`config.mk`:
```
export PLATFORM = sky130hd
export DESIGN_NAME = lab5_mcore_mem_req_arbiter
export DESIGN_NICKNAME = d
export VERILOG_FILES = /design/src/rtl/lab5_mcore_mem_req_arbiter.sv
export SDC_FILE = /design/constraint.sdc
export NUM_CORES = 1
export LEC_CHECK = 0
export CAP_MARGIN = 20
export CORE_AREA = 2 2 253 255
export DETAILED_ROUTE_END_ITERATION = 8
export DIE_AREA = 0 0 255 257
export PLACE_DENSITY_LB_ADDON = 0.15
export RECOVER_POWER = 50
export SLEW_MARGIN = 20
export SYNTH_ARGS = -nofsm -noshare
export SYNTH_HDL_FRONTEND = slang
export SYNTH_SLANG_ARGS = --single-unit
```
`constraint.sdc`:
```
create_clock -name clk -period 3.3 [get_ports clk]
set_input_delay 0.66 -clock clk [delete_from_list [all_inputs] [get_ports clk]]
set_output_delay 0.66 -clock clk [all_outputs]
set_load 0.01 [all_outputs]
```
`src/rtl/lab5_mcore_mem_req_arbiter.sv`:
```
// lab5_mcore_mem_req_arbiter: round-robin sharing of one memory port with in-order response routing.
// Defining LAB5_MCORE_MEM_ARB_STATS_EN adds per-requester grant counters on stats_grants.
module lab5_mcore_mem_req_arbiter #(
    parameter int p_num_reqs     = 4,
    parameter int p_max_inflight = 4
) (
    input  logic                     clk,
    input  logic                     reset,
    input  logic [p_num_reqs*77-1:0] reqs_msg,
    input  logic [p_num_reqs-1:0]    reqs_val,
    output logic [p_num_reqs-1:0]    reqs_rdy,
    output logic [p_num_reqs*47-1:0] resps_msg,
    output logic [p_num_reqs-1:0]    resps_val,
    input  logic [p_num_reqs-1:0]    resps_rdy,
    output logic [76:0]              memreq_msg,
    output logic                     memreq_val,
    input  logic                     memreq_rdy,
    input  logic [46:0]              memresp_msg,
    input  logic                     memresp_val,
`ifdef LAB5_MCORE_MEM_ARB_STATS_EN
    output logic [p_num_reqs*32-1:0] stats_grants,
`endif
    output logic                     memresp_rdy
);
    localparam int IW = $clog2(p_num_reqs);
    localparam int DW = $clog2(p_max_inflight);
    logic [IW-1:0] r_ptr;
    logic [IW-1:0] r_tags [p_max_inflight];
    logic [DW-1:0] r_head, r_tail;
    logic [DW:0]   r_count;
    logic [IW-1:0] w_win, w_idx, w_head_tag;
    logic          w_found, w_full, w_empty, w_enq, w_deq;
    always_comb begin
        w_win = r_ptr;
        w_idx = '0;
        w_found = 1'b0;
        for (int k = 0; k < p_num_reqs; k++) begin
            w_idx = IW'((int'(r_ptr) + k) % p_num_reqs);
            if (!w_found && reqs_val[w_idx]) begin
                w_win = w_idx;
                w_found = 1'b1;
            end
        end
    end
    assign w_full     = r_count == (DW+1)'(p_max_inflight);
    assign w_empty    = r_count == '0;
    assign w_head_tag = r_tags[r_head];
    assign memreq_msg = reqs_msg[int'(w_win)*77 +: 77];
    assign memreq_val = w_found && !w_full;
    assign w_enq      = memreq_val && memreq_rdy;
    assign resps_msg  = {p_num_reqs{memresp_msg}};
    assign memresp_rdy = !w_empty && resps_rdy[w_head_tag];
    assign w_deq      = memresp_val && memresp_rdy;
    always_comb begin
        reqs_rdy = '0;
        resps_val = '0;
        reqs_rdy[w_win] = w_found && memreq_rdy && !w_full;
        resps_val[w_head_tag] = memresp_val && !w_empty;
    end
    always_ff @(posedge clk) begin
        if (reset) begin
            r_ptr   <= '0;
            r_head  <= '0;
            r_tail  <= '0;
            r_count <= '0;
        end else begin
            if (w_enq) begin
                r_ptr          <= (int'(w_win) == p_num_reqs - 1) ? '0 : w_win + 1'b1;
                r_tags[r_tail] <= w_win;
                r_tail         <= r_tail + 1'b1;
            end
            if (w_deq)
                r_head <= r_head + 1'b1;
            r_count <= r_count + (DW+1)'(w_enq) - (DW+1)'(w_deq);
        end
    end
`ifdef LAB5_MCORE_MEM_ARB_STATS_EN
    logic [31:0] r_stats [p_num_reqs];
    always_ff @(posedge clk)
        for (int i = 0; i < p_num_reqs; i++)
            if (reset)
                r_stats[i] <= '0;
            else if (w_enq && int'(w_win) == i)
                r_stats[i] <= r_stats[i] + 32'd1;
    for (genvar g = 0; g < p_num_reqs; g++)
        assign stats_grants[g*32 +: 32] = r_stats[g];
`endif
    // A response with no outstanding tag has nowhere to go; memory must never do this.
    assert property (@(posedge clk) disable iff (reset) !(memresp_val && w_empty));
endmodule

```
==> out/qor.log <==
INFO  critical_path  r2r-end=r_count[2]$_SDFF_PP0_
INFO  clocking       hold_buffers=0
INFO  clocking       insertion_delay=0.25ns
INFO  final_layout   layout_commonest_cell=sky130_fd_sc_hd__clkdlybuf4s50_1
INFO  logic_synthesis ys_seq_elements=19
INFO  logic_synthesis syn_nets=926
INFO  timing         hold_viol=0
INFO  power          p_leak=3.70nW
INFO  critical_path  required=2.64ns
INFO  grt            grt_pass1_wl=33.4mm
INFO  final_layout   antennaDiodeCount=0
INFO  clocking       cts_htree_levels=1
INFO  critical_path  worst_path_most_repeated_cell=sky130_fd_sc_hd__buf_4
INFO  placement      numPortBuffers=406
INFO  timing         min_period=3.24ns
INFO  clocking       cts_tree=built
INFO  clocking       clock_sink_count=19
INFO  critical_path  worst_ep_arrival_time=2.58ns
INFO  logic_synthesis netlist.area_leader.share=47.1%
INFO  logic_synthesis avgSynthCellArea=9.07um2
INFO  floorplanning  ioPinCount=642
INFO  floorplanning  rows=92
INFO  timing         skew=0.00328ns
INFO  final_layout   drive_gt1_share=17.1%
INFO  critical_path  worst_setup_path_endpoint=memreq_msg[25]
INFO  logic_synthesis synth-seq-area-share=9.26%
INFO  timing         clock.fmax=308MHz
INFO  final_layout   multiInputGateArea=2980um2
INFO  timing         finalWorstSetupSlack=0.0571ns
INFO  logic_synthesis mappedNetlistArea=4970um2
INFO  critical_path  worst_reg_to_reg_path_cell_count=10
INFO  worst_hold_path timing.hold.worst.class=reg2reg
INFO  power          vdd_drop_max=0.000134V
INFO  timing         report.final.slew_viol_count=0
INFO  placement      pre_cts_slack=-0.561ns
INFO  grt            globalRouteOverflowTotal=0
INFO  final_layout   area_growth_syn_to_layout=91.1%
INFO  critical_path  crit_family=buffers and inverters
INFO  critical_path  timing.critical_path.depth=12
INFO  timing         setup-violations-final=0
INFO  critical_path  reg2reg_setup_slack=0.45ns
INFO  final_layout   mostFrequentLayoutCells=sky130_fd_sc_hd__clkdlybuf4s50_1, sky130_fd_sc_hd__mux2i_1, sky130_fd_sc_hd__buf_4
INFO  clocking       clockRootBuffer=sky130_fd_sc_hd__clkbuf_16
INFO  worst_hold_path hp-start=r_tail[1]$_SDFFE_PP0P_
INFO  floorplanning  floorplan.initialDensity=7.92%
INFO  power          power.density_cell_area=352nW/um2
INFO  power          post-layout-total-power=3.34mW
INFO  critical_path  critical-path-slowest-cell=sky130_fd_sc_hd__bufbuf_16
INFO  logic_synthesis syn_inst=548
INFO  floorplanning  die-area=65500um2
INFO  outcome        status=complete, no violations
INFO  critical_path  worst_setup_path_type=in2out
INFO  final_layout   ff_latch_area=460um2
INFO  critical_path  critPathMaxFanout=9
INFO  final_layout   layout.filler_cells=7071
INFO  critical_path  crit_path_cell_trace=dlygate4sd2_1 -> nor2b_1 -> o21ai_2 -> o31ai_4 -> buf_4 -> buf_4 -> bufbuf_16 -> buf_12 -> buf_4 -> mux2i_1 -> mux2i_1 -> buf_2
INFO  clocking       clkSlewWorstSetupHoldPaths=0.06ns
INFO  timing         fin_hold_ws=0.509ns
INFO  critical_path  critical_path.n_buffers_inverters=7
INFO  placement      place_hpwl=20.5mm
INFO  timing         min_period_over_period=98.3%
INFO  logic_synthesis synth_cell_types=32
INFO  drt            drtPass1Iterations=3
INFO  floorplanning  die_y=257um
INFO  drt            vias_per_cell=2.76
INFO  critical_path  setup.worst_path.start=reqs_val[2]
INFO  critical_path  category_of_the_worst_setup_path_capture_point=primary output
INFO  floorplanning  core_area=62700um2
INFO  grt            grt_start_max_net_pins=18
INFO  timing         unrepaired_setup_endpoints_after_global_routing=true
INFO  placement      gp_congestion=0.722
INFO  logic_synthesis yosys_warnings=0
INFO  logic_synthesis synth.top_cells.by_area=sky130_fd_sc_hd__mux2i_1, sky130_fd_sc_hd__buf_4, sky130_fd_sc_hd__edfxtp_1
INFO  drt            drt_wl_total=24.3mm
INFO  grt            first_global_vias=5062
INFO  timing         tightestPinTransition=0.483ns
INFO  logic_synthesis yosysTopAreaCell=sky130_fd_sc_hd__mux2i_1
INFO  grt            antenna_found_initial=3
INFO  clocking       cts_inserted_buffers=3
INFO  drt            drt_iter0_drc=70
INFO  critical_path  setup.worst_path.start_class=input pin
INFO  drt            dr_total_vias=4614
INFO  drt            remaining_drc_errors=0
INFO  clocking       cts_buffer_depth=2
INFO  drt            detail_route.wl_per_cell=14.5um
INFO  grt            grt.total_usage=6.88%
INFO  drt            route.antenna.remaining_nets=0
INFO  timing         fin_tns_setup=0ns
INFO  floorplanning  die_w=255um
INFO  final_layout   fin_nets=1207
INFO  timing         timing.max_slew.rel_slack=67.7%
INFO  flow_run       cap_viol_max_count=0
INFO  critical_path  critical-path-max-stage-delay=0.27ns
-- logic make-up (layout without fill, tap and decap cells) --
logic type / after synthesis / after routing / synth area share (%)
xor gates and xnor gates: 4 / 4 / 0.705
adders and majority gates: 11 / 11 / 2.92
and+or+nand+nor: 37 / 37 / 4.03
muxes: 236 / 236 / 48.0
AOI/OAI and AO/OA: 16 / 16 / 2.34
DFF: 19 / 19 / 9.26
buffers and inverters: 225 / 505 / 32.7
-- final cells by class --
class / count / area share, %
clock buffer: 3 / 0.790
inverter: 9 / 0.356
sequential: 19 / 4.85
tap: 846 / 11.1
multi-input combinational: 304 / 31.3
clock inverter: 1 / 0.0790
timing repair buffer: 492 / 51.5
-- what timing repair did --
action	in CTS	in global routing
endpoints found under the setup margin	81	64
gates cloned	3	1
setup buffers	19	2
pin swaps	1	1
endpoints found under the hold margin	0	0
gates resized for setup	206	17
-- worst min-delay path by stage --
stage	cells past startpoint	slack, ns	end
6_report	2	0.51	r_tail[1]$_SDFFE_PP0P_
3_3_place_gp	2	0.49	r_tail[1]$_SDFFE_PP0P_
5_1_grt	2	0.56	r_tail[1]$_SDFFE_PP0P_
2_1_floorplan	2	0.47	r_tail[1]$_SDFFE_PP0P_
4_1_cts	2	0.51	r_tail[1]$_SDFFE_PP0P_
3_5_place_dp	2	0.50	r_tail[1]$_SDFFE_PP0P_
-- layer usage --
metal,up-vias,track usage [%],routed length (um),share of wire (%)
met5,-,0,21,0.086
met4,4,1.23,396,1.6
met3,32,2.40,2190,9.0
met2,260,13.2,12900,53
met1,2041,7.19,8830,36
li1,2277,-,-,-
-- power breakdown --
part | switching (mW) | internal [mW]
Combinational | 1.13 | 1.62
Sequential | 0.0447 | 0.293
Clock | 0.0924 | 0.164
Total | 1.27 | 2.08
-- synthesized netlist by cell type --
| master | instances |
|---|---|
| sky130_fd_sc_hd__and2b_2 | 1 |
| sky130_fd_sc_hd__or2_4 | 1 |
| sky130_fd_sc_hd__ha_1 | 10 |
| sky130_fd_sc_hd__and2_1 | 5 |
| sky130_fd_sc_hd__nor2b_1 | 6 |
| sky130_fd_sc_hd__nor4_1 | 1 |
| sky130_fd_sc_hd__a211oi_1 | 1 |
| sky130_fd_sc_hd__buf_6 | 1 |
| sky130_fd_sc_hd__clkbuf_1 | 2 |
| sky130_fd_sc_hd__dfxtp_1 | 11 |
| sky130_fd_sc_hd__xnor2_1 | 4 |
| sky130_fd_sc_hd__o31ai_1 | 2 |
| sky130_fd_sc_hd__buf_2 | 10 |
| sky130_fd_sc_hd__or2b_2 | 1 |
| sky130_fd_sc_hd__o31a_1 | 1 |
| sky130_fd_sc_hd__nand2_1 | 5 |
| sky130_fd_sc_hd__o21ai_0 | 2 |
| sky130_fd_sc_hd__mux2i_1 | 234 |
| sky130_fd_sc_hd__nand2b_1 | 1 |
| sky130_fd_sc_hd__o221a_2 | 1 |
| sky130_fd_sc_hd__buf_4 | 203 |
| sky130_fd_sc_hd__a21oi_1 | 6 |
| sky130_fd_sc_hd__a31o_2 | 1 |
| sky130_fd_sc_hd__and3_1 | 4 |
| sky130_fd_sc_hd__o31ai_2 | 1 |
| sky130_fd_sc_hd__edfxtp_1 | 8 |
| sky130_fd_sc_hd__nor2_1 | 11 |
| sky130_fd_sc_hd__inv_1 | 9 |
| sky130_fd_sc_hd__fa_1 | 1 |
| sky130_fd_sc_hd__o22ai_2 | 1 |
| sky130_fd_sc_hd__mux4_2 | 2 |
| sky130_fd_sc_hd__nand3b_1 | 1 |
-- per-stage QoR --
| stage | utilization (%) | cell area (um2) | instances |
|---|---|---|---|
| global placement | 14.6 | 9130 | 1647 |
| global route | 15.1 | 9500 | 1674 |
| CTS | 15.1 | 9480 | 1672 |
| finish | 15.1 | 9500 | 1674 |
| floorplan | - | 4970 | 548 |
| detailed placement | 14.6 | 9130 | 1647 |
-- worst min-delay path: stages (launching register included) --
cell	delay (ns)
sky130_fd_sc_hd__dfxtp_1	0.34
sky130_fd_sc_hd__nand2_1	0.06
sky130_fd_sc_hd__a21oi_1	0.06
Note: power is estimated with default switching activity, not from simulation.
